## src/rtl/seq_gen_pkg.sv

```systemverilog
// Shared types and defaults for the serial pattern transmitter and its
// reference Mealy detector model.
package seq_gen_pkg;

   typedef enum logic [1:0] {
      IDLE = 2'd0,
      SEND = 2'd1,
      GAP  = 2'd2
   } state_e;

   localparam int             DEF_PAT_W = 4;
   localparam logic [3:0]     DEF_PAT   = 4'b1101;
   localparam int             DEF_CNT_W = 4;
   localparam int             DEF_GAP_W = 4;

endpackage : seq_gen_pkg

```

## src/rtl/seq_match.sv

```systemverilog
// Golden Mealy overlapping detector: tracks the last PAT_W-1 valid stream bits
// and flags the cycle whose bit completes PAT.
module seq_match
   import seq_gen_pkg::*;
#(
   parameter int               PAT_W = DEF_PAT_W,
   parameter logic [PAT_W-1:0] PAT   = DEF_PAT
) (
   input  logic clk,
   input  logic rst,
   input  logic clr,
   input  logic bit_vld,
   input  logic bit_in,
   output logic exp
);

   localparam int              VC_W   = $clog2(PAT_W);
   localparam logic [VC_W-1:0] VC_MAX = VC_W'(PAT_W - 1);

   logic [PAT_W-2:0] hist_q, hist_d;
   logic [VC_W-1:0]  vcnt_q, vcnt_d;
   logic [PAT_W-1:0] window;

   always_comb begin
      window = {hist_q, bit_in};
      hist_d = hist_q;
      vcnt_d = vcnt_q;
      if (clr) begin
         hist_d = '0;
         vcnt_d = '0;
      end else if (bit_vld) begin
         hist_d = window[PAT_W-2:0];
         if (vcnt_q != VC_MAX) begin
            vcnt_d = vcnt_q + VC_W'(1);
         end
      end
   end

   always_ff @(posedge clk) begin
      if (rst) begin
         hist_q <= '0;
         vcnt_q <= '0;
      end else begin
         hist_q <= hist_d;
         vcnt_q <= vcnt_d;
      end
   end

   // History is never cleared on a match, so overlapping occurrences are seen.
   assign exp = bit_vld && (vcnt_q == VC_MAX) && (window == PAT);

endmodule : seq_match

```

## src/rtl/seq_gen.sv

```systemverilog
// Serial pattern transmitter: sends PAT MSB-first rep times with optional
// filler bits between repetitions, plus the reference detector output.
module seq_gen
   import seq_gen_pkg::*;
#(
   parameter int               PAT_W = DEF_PAT_W,
   parameter logic [PAT_W-1:0] PAT   = DEF_PAT,
   parameter int               CNT_W = DEF_CNT_W,
   parameter int               GAP_W = DEF_GAP_W
) (
   input  logic             clk,
   input  logic             rst,
   input  logic             start,
   input  logic [CNT_W-1:0] rep,
   input  logic [GAP_W-1:0] gap,
   input  logic             gap_val,
   output logic             out,
   output logic             out_vld,
   output logic             busy,
   output logic             done,
   output logic             exp,
   output state_e           dbg_state
);

   localparam int               IDX_W   = $clog2(PAT_W);
   localparam logic [IDX_W-1:0] IDX_MAX = IDX_W'(PAT_W - 1);

   state_e           state_q, state_d;
   logic [IDX_W-1:0] idx_q, idx_d;
   logic [CNT_W-1:0] rcnt_q, rcnt_d;
   logic [GAP_W-1:0] gcnt_q, gcnt_d;
   logic [GAP_W-1:0] gap_q, gap_d;
   logic             gap_val_q, gap_val_d;
   logic             out_q, out_d;
   logic             out_vld_q, out_vld_d;
   logic             done_q, done_d;
   logic             start_acc;

   assign start_acc = start && (state_q == IDLE);

   always_comb begin
      state_d   = state_q;
      idx_d     = idx_q;
      rcnt_d    = rcnt_q;
      gcnt_d    = gcnt_q;
      gap_d     = gap_q;
      gap_val_d = gap_val_q;
      done_d    = 1'b0;

      case (state_q)
         IDLE: begin
            if (start) begin
               state_d   = SEND;
               idx_d     = IDX_MAX;
               rcnt_d    = (rep == '0) ? CNT_W'(1) : rep;
               gap_d     = gap;
               gap_val_d = gap_val;
            end
         end
         SEND: begin
            if (idx_q == '0) begin
               if (rcnt_q == CNT_W'(1)) begin
                  state_d = IDLE;
                  done_d  = 1'b1;
               end else begin
                  rcnt_d = rcnt_q - CNT_W'(1);
                  idx_d  = IDX_MAX;
                  if (gap_q != '0) begin
                     state_d = GAP;
                     gcnt_d  = gap_q;
                  end
               end
            end else begin
               idx_d = idx_q - IDX_W'(1);
            end
         end
         GAP: begin
            if (gcnt_q == GAP_W'(1)) begin
               state_d = SEND;
            end else begin
               gcnt_d = gcnt_q - GAP_W'(1);
            end
         end
         default: state_d = IDLE;
      endcase

      // Outputs are registered, so they are derived from the next state.
      out_vld_d = (state_d != IDLE);
      case (state_d)
         SEND:    out_d = PAT[idx_d];
         GAP:     out_d = gap_val_d;
         default: out_d = 1'b0;
      endcase
   end

   always_ff @(posedge clk) begin
      if (rst) begin
         state_q   <= IDLE;
         idx_q     <= '0;
         rcnt_q    <= '0;
         gcnt_q    <= '0;
         gap_q     <= '0;
         gap_val_q <= 1'b0;
         out_q     <= 1'b0;
         out_vld_q <= 1'b0;
         done_q    <= 1'b0;
      end else begin
         state_q   <= state_d;
         idx_q     <= idx_d;
         rcnt_q    <= rcnt_d;
         gcnt_q    <= gcnt_d;
         gap_q     <= gap_d;
         gap_val_q <= gap_val_d;
         out_q     <= out_d;
         out_vld_q <= out_vld_d;
         done_q    <= done_d;
      end
   end

   seq_match #(
      .PAT_W (PAT_W),
      .PAT   (PAT)
   ) u_match (
      .clk     (clk),
      .rst     (rst),
      .clr     (start_acc),
      .bit_vld (out_vld_q),
      .bit_in  (out_q),
      .exp     (exp)
   );

   assign out       = out_q;
   assign out_vld   = out_vld_q;
   assign busy      = (state_q != IDLE);
   assign done      = done_q;
   assign dbg_state = state_q;

endmodule : seq_gen

```

## config.mk

```make
export PLATFORM = sky130hd
export DESIGN_NAME = seq_gen
export DESIGN_NICKNAME = d
export VERILOG_FILES = /design/src/rtl/seq_gen_pkg.sv /design/src/rtl/seq_match.sv /design/src/rtl/seq_gen.sv
export SDC_FILE = /design/constraint.sdc
export NUM_CORES = 1
export LEC_CHECK = 0
export CAP_MARGIN = 40
export CORE_ASPECT_RATIO = 0.9
export CORE_MARGIN = 4
export CORE_UTILIZATION = 35
export CTS_CLUSTER_SIZE = 16
export DETAILED_ROUTE_END_ITERATION = 12
export PLACE_DENSITY = 0.57
export SLEW_MARGIN = 20
export SYNTH_ARGS = -nofsm -noshare
export SYNTH_HDL_FRONTEND = slang
export SYNTH_HIERARCHICAL = 1
export SYNTH_SLANG_ARGS = --single-unit
```

## constraint.sdc

```tcl
create_clock -name clk -period 2.61 [get_ports clk]
set_input_delay 0.522 -clock clk [delete_from_list [all_inputs] [get_ports clk]]
set_output_delay 0.522 -clock clk [all_outputs]
set_load 0.1 [all_outputs]
```

==> flow_metrics.env, run 1 <==
export IMPL_power_internal_uw=638
export IMPL_drt_iter0_drc=35
export IMPL_die_h_um=65.5
export IMPL_worst_setup_path_type="flop to flop"
export IMPL_clkSlewWorstSetupHoldPaths_ns=0.08
export IMPL_h_tree_depth=1
export IMPL_die_w_um=71.9
export IMPL_setup_tns_ns=0
export IMPL_syn_to_final_growth_pct=20.4
export IMPL_antenna_found_initial=0
export IMPL_root_buffer="clkbuf_8"
export IMPL_clock_latency_ns=0.26
export IMPL_core_um2=3450
export IMPL_numCtsBuffers=3
export IMPL_post_cts_buffers=0
export IMPL_regArea_um2=502
export IMPL_pwr_share_seq_pct=46.1
export IMPL_viasPerCell=5.12
export IMPL_postRouteAntennaNets=0
export IMPL_syn_area_um2=1290
export IMPL_cp_required_ns=2.77
export IMPL_power_leakage_uw=0.000594
export IMPL_pwr_share_comb_pct=30.7
export IMPL_swShare_pct=34.4
export IMPL_hold_buffers=0
export IMPL_overflow=0
export IMPL_wirelength_um=2640
export IMPL_dr_wl_met2_um=1220
export IMPL_async_flop_share_pct=0
export IMPL_diodes=0
export IMPL_num_io_pins=19
export IMPL_drive_above_1_share_pct=14.2
export IMPL_status="completed"
export IMPL_slew_headroom_pct=59.3
export IMPL_synth_ff_type="dfxtp_1"
export IMPL_io_buffer_count=18
export IMPL_grt_use_total_pct=12.5
export IMPL_cts_tree="yes"
export IMPL_start_util_pct=37.2
export IMPL_period_needed_ns=2.06
export IMPL_netlist_top_cells_count="dfxtp_1, nor2_1, a21oi_1, mux2i_1, nor3_1"
export IMPL_grt_start_max_net_pins=18
export IMPL_synth_net_count=165
export IMPL_nets=183
export IMPL_synthesis_instances=145
export IMPL_place_gp_congestion=0.804
export IMPL_p_switching_uw=335
export IMPL_maxSlewViolCount=0
export IMPL_finalCritPeriodShare_pct=79.0
export IMPL_grt_pass1_wl_um=4750
export IMPL_synth_edff_count=0
export IMPL_grt_pass1_vias=1032
export IMPL_multi_input_area_um2=736
export IMPL_whs_ns=0.475
export IMPL_vias=1054
export IMPL_drt_pass1_iterations=4
export IMPL_dp_hpwl_um=1950
export IMPL_drc=0
export IMPL_ctsResizeCount=0
export IMPL_wl_per_cell_um=12.8
export IMPL_synth_cell_types=40
export IMPL_end_kind="flop"
export IMPL_avgSynthCellArea_um2=8.87
export IMPL_critPathLaunchType="flop"
export IMPL_min_path_type="flop to flop"
export IMPL_power_density_nw_per_um2=628
export IMPL_arrival_ns=2.22
export IMPL_worstPathMaxFanout=5
export IMPL_synthTopCellsByArea="dfxtp_1, ha_1, mux2i_1, nor2_1, a21oi_1"
export IMPL_dieArea_um2=4710
export IMPL_synth_most_common_cell="dfxtp_1"
export IMPL_clockPowerShare_pct=23.2
export IMPL_cts_buffer_depth=2
export IMPL_setup_violations=0
export IMPL_tightest_slew_ns=0.609
export IMPL_numClockSinks=25
export IMPL_max_clock_freq_mhz=485
export IMPL_rsz0062_at_grt="no"
export IMPL_rows=20
export IMPL_max_cap_viol_count=0
export IMPL_drt_met1_wl_um=1310
export IMPL_hold_viol_final=0
export IMPL_yosys_warnings=6
export IMPL_synth_seq_cells=25
export IMPL_nFillCells=352
export IMPL_vdd_drop_max_v=0.000381
export IMPL_yosys_area_top_type_share_pct=38.9
export IMPL_synth_top_area_cell="dfxtp_1"
export IMPL_synth_seq_area_share_pct=38.9
export IMPL_finalClockSkew_ns=0.00201
export IMPL_routed_top_layer="met4"
export IMPL_met3WireLength_um=98
[placed cells by master, fill, tap and decap left out, types with 2 or more instances in the layout]
cell type         n
mux2i_1          10
a31oi_1           2
o21ai_0           7
clkbuf_8          3
buf_4            10
nor3_1            9
nor3b_1           5
ha_1              8
clkdlybuf4s50_1  11
nand2_1           6
nand2b_1          3
or3b_2            2
or3_1             2
a211oi_1          3
dfxtp_1          24
inv_1             6
nor2_1           15
a21oi_1          11
[final cells by class]
class,count,share of cell area [%]
clock buffer,4,2.91
inverter,7,1.70
multi-input combinational,105,47.5
sequential,25,32.4
tap,44,3.55
timing repair buffer,21,12.0
[flip-flops by register name, indices dropped and copies added (netlist names)]
| register | count |
|---|---|
| gap_val_q | 1 |
| done | 1 |
| out | 1 |
| gcnt_q | 4 |
| u_match/hist_q | 3 |
| rcnt_q | 4 |
| dbg_state | 2 |
| idx_q | 2 |
| gap_q | 4 |
| out_vld | 1 |
| u_match/vcnt_q | 2 |
[per-stage QoR]
stage | instance area, µm² | worst slack (ns) | std cells | power [µW] | utilization (%)
2_1_floorplan | 1300 | 0.131 | 145 | 682 | -
3_3_place_gp | 1500 | 0.591 | 202 | 751 | 43.6
3_5_place_dp | 1500 | 0.565 | 202 | 756 | 43.6
4_1_cts | 1550 | 0.560 | 206 | 987 | 44.9
5_1_grt | 1550 | 0.395 | 206 | 1040 | 44.9
6_report | 1550 | 0.548 | 206 | 973 | 44.9
[path summary, 6_finish.rpt]
path / from / endpoint / slack (ns) / depth (start not counted)
worst max-delay path: rcnt_q[0] / out / 0.55 / 8
worst max register to register: rcnt_q[0] / out / 0.55 / 8
worst min register to register: gcnt_q[1] / gcnt_q[1] / 0.47 / 2
worst min-delay path: gcnt_q[1] / gcnt_q[1] / 0.47 / 2
[cell families (layout without fill, tap and decap cells)]
logic type,Yosys count,after routing,share of synthesized area (%)
adder cells (fa/ha/maj),8,8,7.78
XOR/XNOR,1,1,0.681
AND/OR/NAND/NOR,55,55,23.9
multiplexers,10,10,7.78
flip-flops,25,25,38.9
AO/OA/AOI/OAI,31,31,15.8
buffers and inverters,15,32,5.15
[power groups by stage]
stage / logic (µW) / registers [µW] / clock network [µW]
floorplan: 181 / 501 / 0
global placement: 296 / 454 / 0
detailed placement: 299 / 457 / 0
CTS: 301 / 448 / 238
global route: 328 / 454 / 259
finish: 299 / 448 / 226
[critical path, stage by stage, from the launching register on]
cell and delay [ns]:
dfxtp_1 0.41, ha_1 0.19, or3b_2 0.47, a211oi_1 0.24, o22a_1 0.25, inv_1 0.07
ha_1 0.19, o21ai_0 0.07, a21oi_1 0.08
[routing by layer]
metal	GRT usage, %	vias up
met5	0	-
met4	2.82	0
met3	3.98	2
met2	19.7	11
met1	16.7	496
li1	-	545
(Power assumes the default switching activity.)
==> run 2: changes to the inputs <==
Clock period 2.61 ns to 2.09 ns, I/O delays scaled along.
==> run 2 against run 1 <==
- final area up 3.1%
- clock-buffer cell count decreased by 1
- die area stayed put
- critical endpoint unchanged
- total power rose by 27%
- hold slack improved by 0.0057 ns
- core utilization is 1.4 points higher
- clock power increased by 25%
- routed wire length is 4.3% higher
- clock skew about the same
- sequential cell count unchanged
- final cell count is 0.97% higher
==> flow_metrics.env, run 2 (synthesis gave the netlist of run 1 again) <==
export IMPL_wl_per_cell_um=13.2
export IMPL_placedCellCount=204
export IMPL_ctsResizeCount=0
export IMPL_hold_viol_final=0
export IMPL_hold_depth=2
export IMPL_setup_violations=0
export IMPL_crit_reg2reg_launch="rcnt_q[1]"
export IMPL_arrival_ns=2.04
export IMPL_drive_above_1_share_pct=18.3
export IMPL_fin_area_um2=1600
export IMPL_tightest_slew_ns=0.341
export IMPL_nets=185
export IMPL_reg2reg_slack_ns=0.20
export IMPL_numClockSinks=25
export IMPL_antenna_found_initial=0
export IMPL_power_density_nw_per_um2=772
export IMPL_max_cap_viol_count=0
export IMPL_grt_use_total_pct=12.5
export IMPL_diodes=0
export IMPL_post_cts_buffers=0
export IMPL_worst_setup_path_type="flop to flop"
export IMPL_setup_tns_ns=0
export IMPL_h_tree_depth=1
export IMPL_nFillCells=321
export IMPL_vdd_drop_max_v=0.000335
export IMPL_numCtsBuffers=3
export IMPL_fin_cells=208
export IMPL_io_buffer_count=18
export IMPL_num_io_pins=19
export IMPL_largestRegisters="gap_q: 4 flops, gcnt_q: 4 flops, rcnt_q: 4 flops"
export IMPL_grt_pass1_wl_um=4710
export IMPL_drc=0
export IMPL_start_util_pct=37.2
export IMPL_clock_latency_ns=0.26
export IMPL_max_clock_freq_mhz=530
export IMPL_cp_required_ns=2.25
export IMPL_finalClockSkew_ns=0.00215
export IMPL_die_w_um=71.9
export IMPL_power_leakage_uw=0.000614
export IMPL_slew_headroom_pct=77.2
export IMPL_overflow=0
export IMPL_setup_ws_ns=0.205
export IMPL_drt_pass1_iterations=4
export IMPL_fin_util_pct=46.2
export IMPL_critPathLaunchType="flop"
export IMPL_post_place_ws_ns=0.0922
export IMPL_grt_start_max_net_pins=26
export IMPL_postRouteAntennaNets=0
export IMPL_wirelength_um=2750
export IMPL_dieArea_um2=4710
export IMPL_syn_to_final_growth_pct=24.1
export IMPL_cts_buffer_depth=2
export IMPL_grt_pass1_vias=1091
export IMPL_worstPathMaxFanout=4
export IMPL_core_um2=3450
export IMPL_clkSlewWorstSetupHoldPaths_ns=0.09
export IMPL_min_from="gcnt_q[1]"
export IMPL_placed_area_um2=1540
export IMPL_end_kind="flop"
export IMPL_min_path_type="flop to flop"
export IMPL_place_gp_congestion=0.804
export IMPL_vias=1058
export IMPL_rr_endpoint="out"
export IMPL_rows=20
export IMPL_status="completed"
export IMPL_hold_buffers=0
export IMPL_drt_iter0_drc=40
export IMPL_root_buffer="clkbuf_8"
export IMPL_finalCritPeriodShare_pct=90.2
export IMPL_ff2ff_path_depth=9
export IMPL_final_common_cell="dfxtp_1"
export IMPL_period_needed_ns=1.89
export IMPL_die_h_um=65.5
export IMPL_cts_tree="yes"
export IMPL_maxSlewViolCount=0
export IMPL_rsz0062_at_grt="no"
export IMPL_viasPerCell=5.09
export IMPL_dp_hpwl_um=2050
export IMPL_hold_end="gcnt_q[1]"
export IMPL_final_cell_mix="dfxtp_1, nor2_1, a21oi_1, clkdlybuf4s50_1, buf_4"
-- run 2: layout make-up --
class / instances / area, µm² / share of cell area, %
clock buffer: 3 / 41.3 / 2.59
clock inverter: 1 / 5.00 / 0.313
inverter: 7 / 26.3 / 1.65
multi-input combinational: 105 / 743 / 46.6
sequential: 25 / 513 / 32.1
tap: 44 / 55.1 / 3.45
timing repair buffer: 23 / 213 / 13.3
-- run 2: through the flow --
step	hold WS [ns]	total power (µW)
floorplan	0.445	858
global placement	0.460	948
detailed placement	0.476	955
CTS	0.488	1240
global route	0.516	1300
finish	0.480	1230
-- run 2: power by group --
| group | internal (µW) | switching, µW |
|---|---|---|
| clock | 133 | 150 |
| sequential | 518 | 46.1 |
| combinational | 154 | 231 |
| total | 805 | 427 |
-- run 2: layer usage --
metal,track usage [%],share of wire (%),vias to the layer above
met4,4.93,1.1,0
met5,0,0,-
met2,21.7,46,19
met3,2.60,4.8,2
met1,15.1,48,489
li1,-,-,548
-- run 2: how the worst max path moves through the flow --
stage / startpoint / endpoint / slack (ns)
after global placement: rcnt_q[0] / out / 0.15
final: rcnt_q[1] / out / 0.20
after detailed placement: rcnt_q[0] / out / 0.09
after CTS: rcnt_q[0] / out / 0.07
after floorplan: out_vld / exp / -0.03
after global routing: rcnt_q[1] / out / 0.06
-- run 2: critical path, cell delays in order (launching register included) --
cell,delay (ns)
dfxtp_1,0.32
inv_1,0.09
ha_1,0.16
or3b_4,0.40
a211oi_2,0.18
o22a_1,0.23
inv_1,0.06
ha_1,0.19
o21ai_0,0.07
a21oi_1,0.08
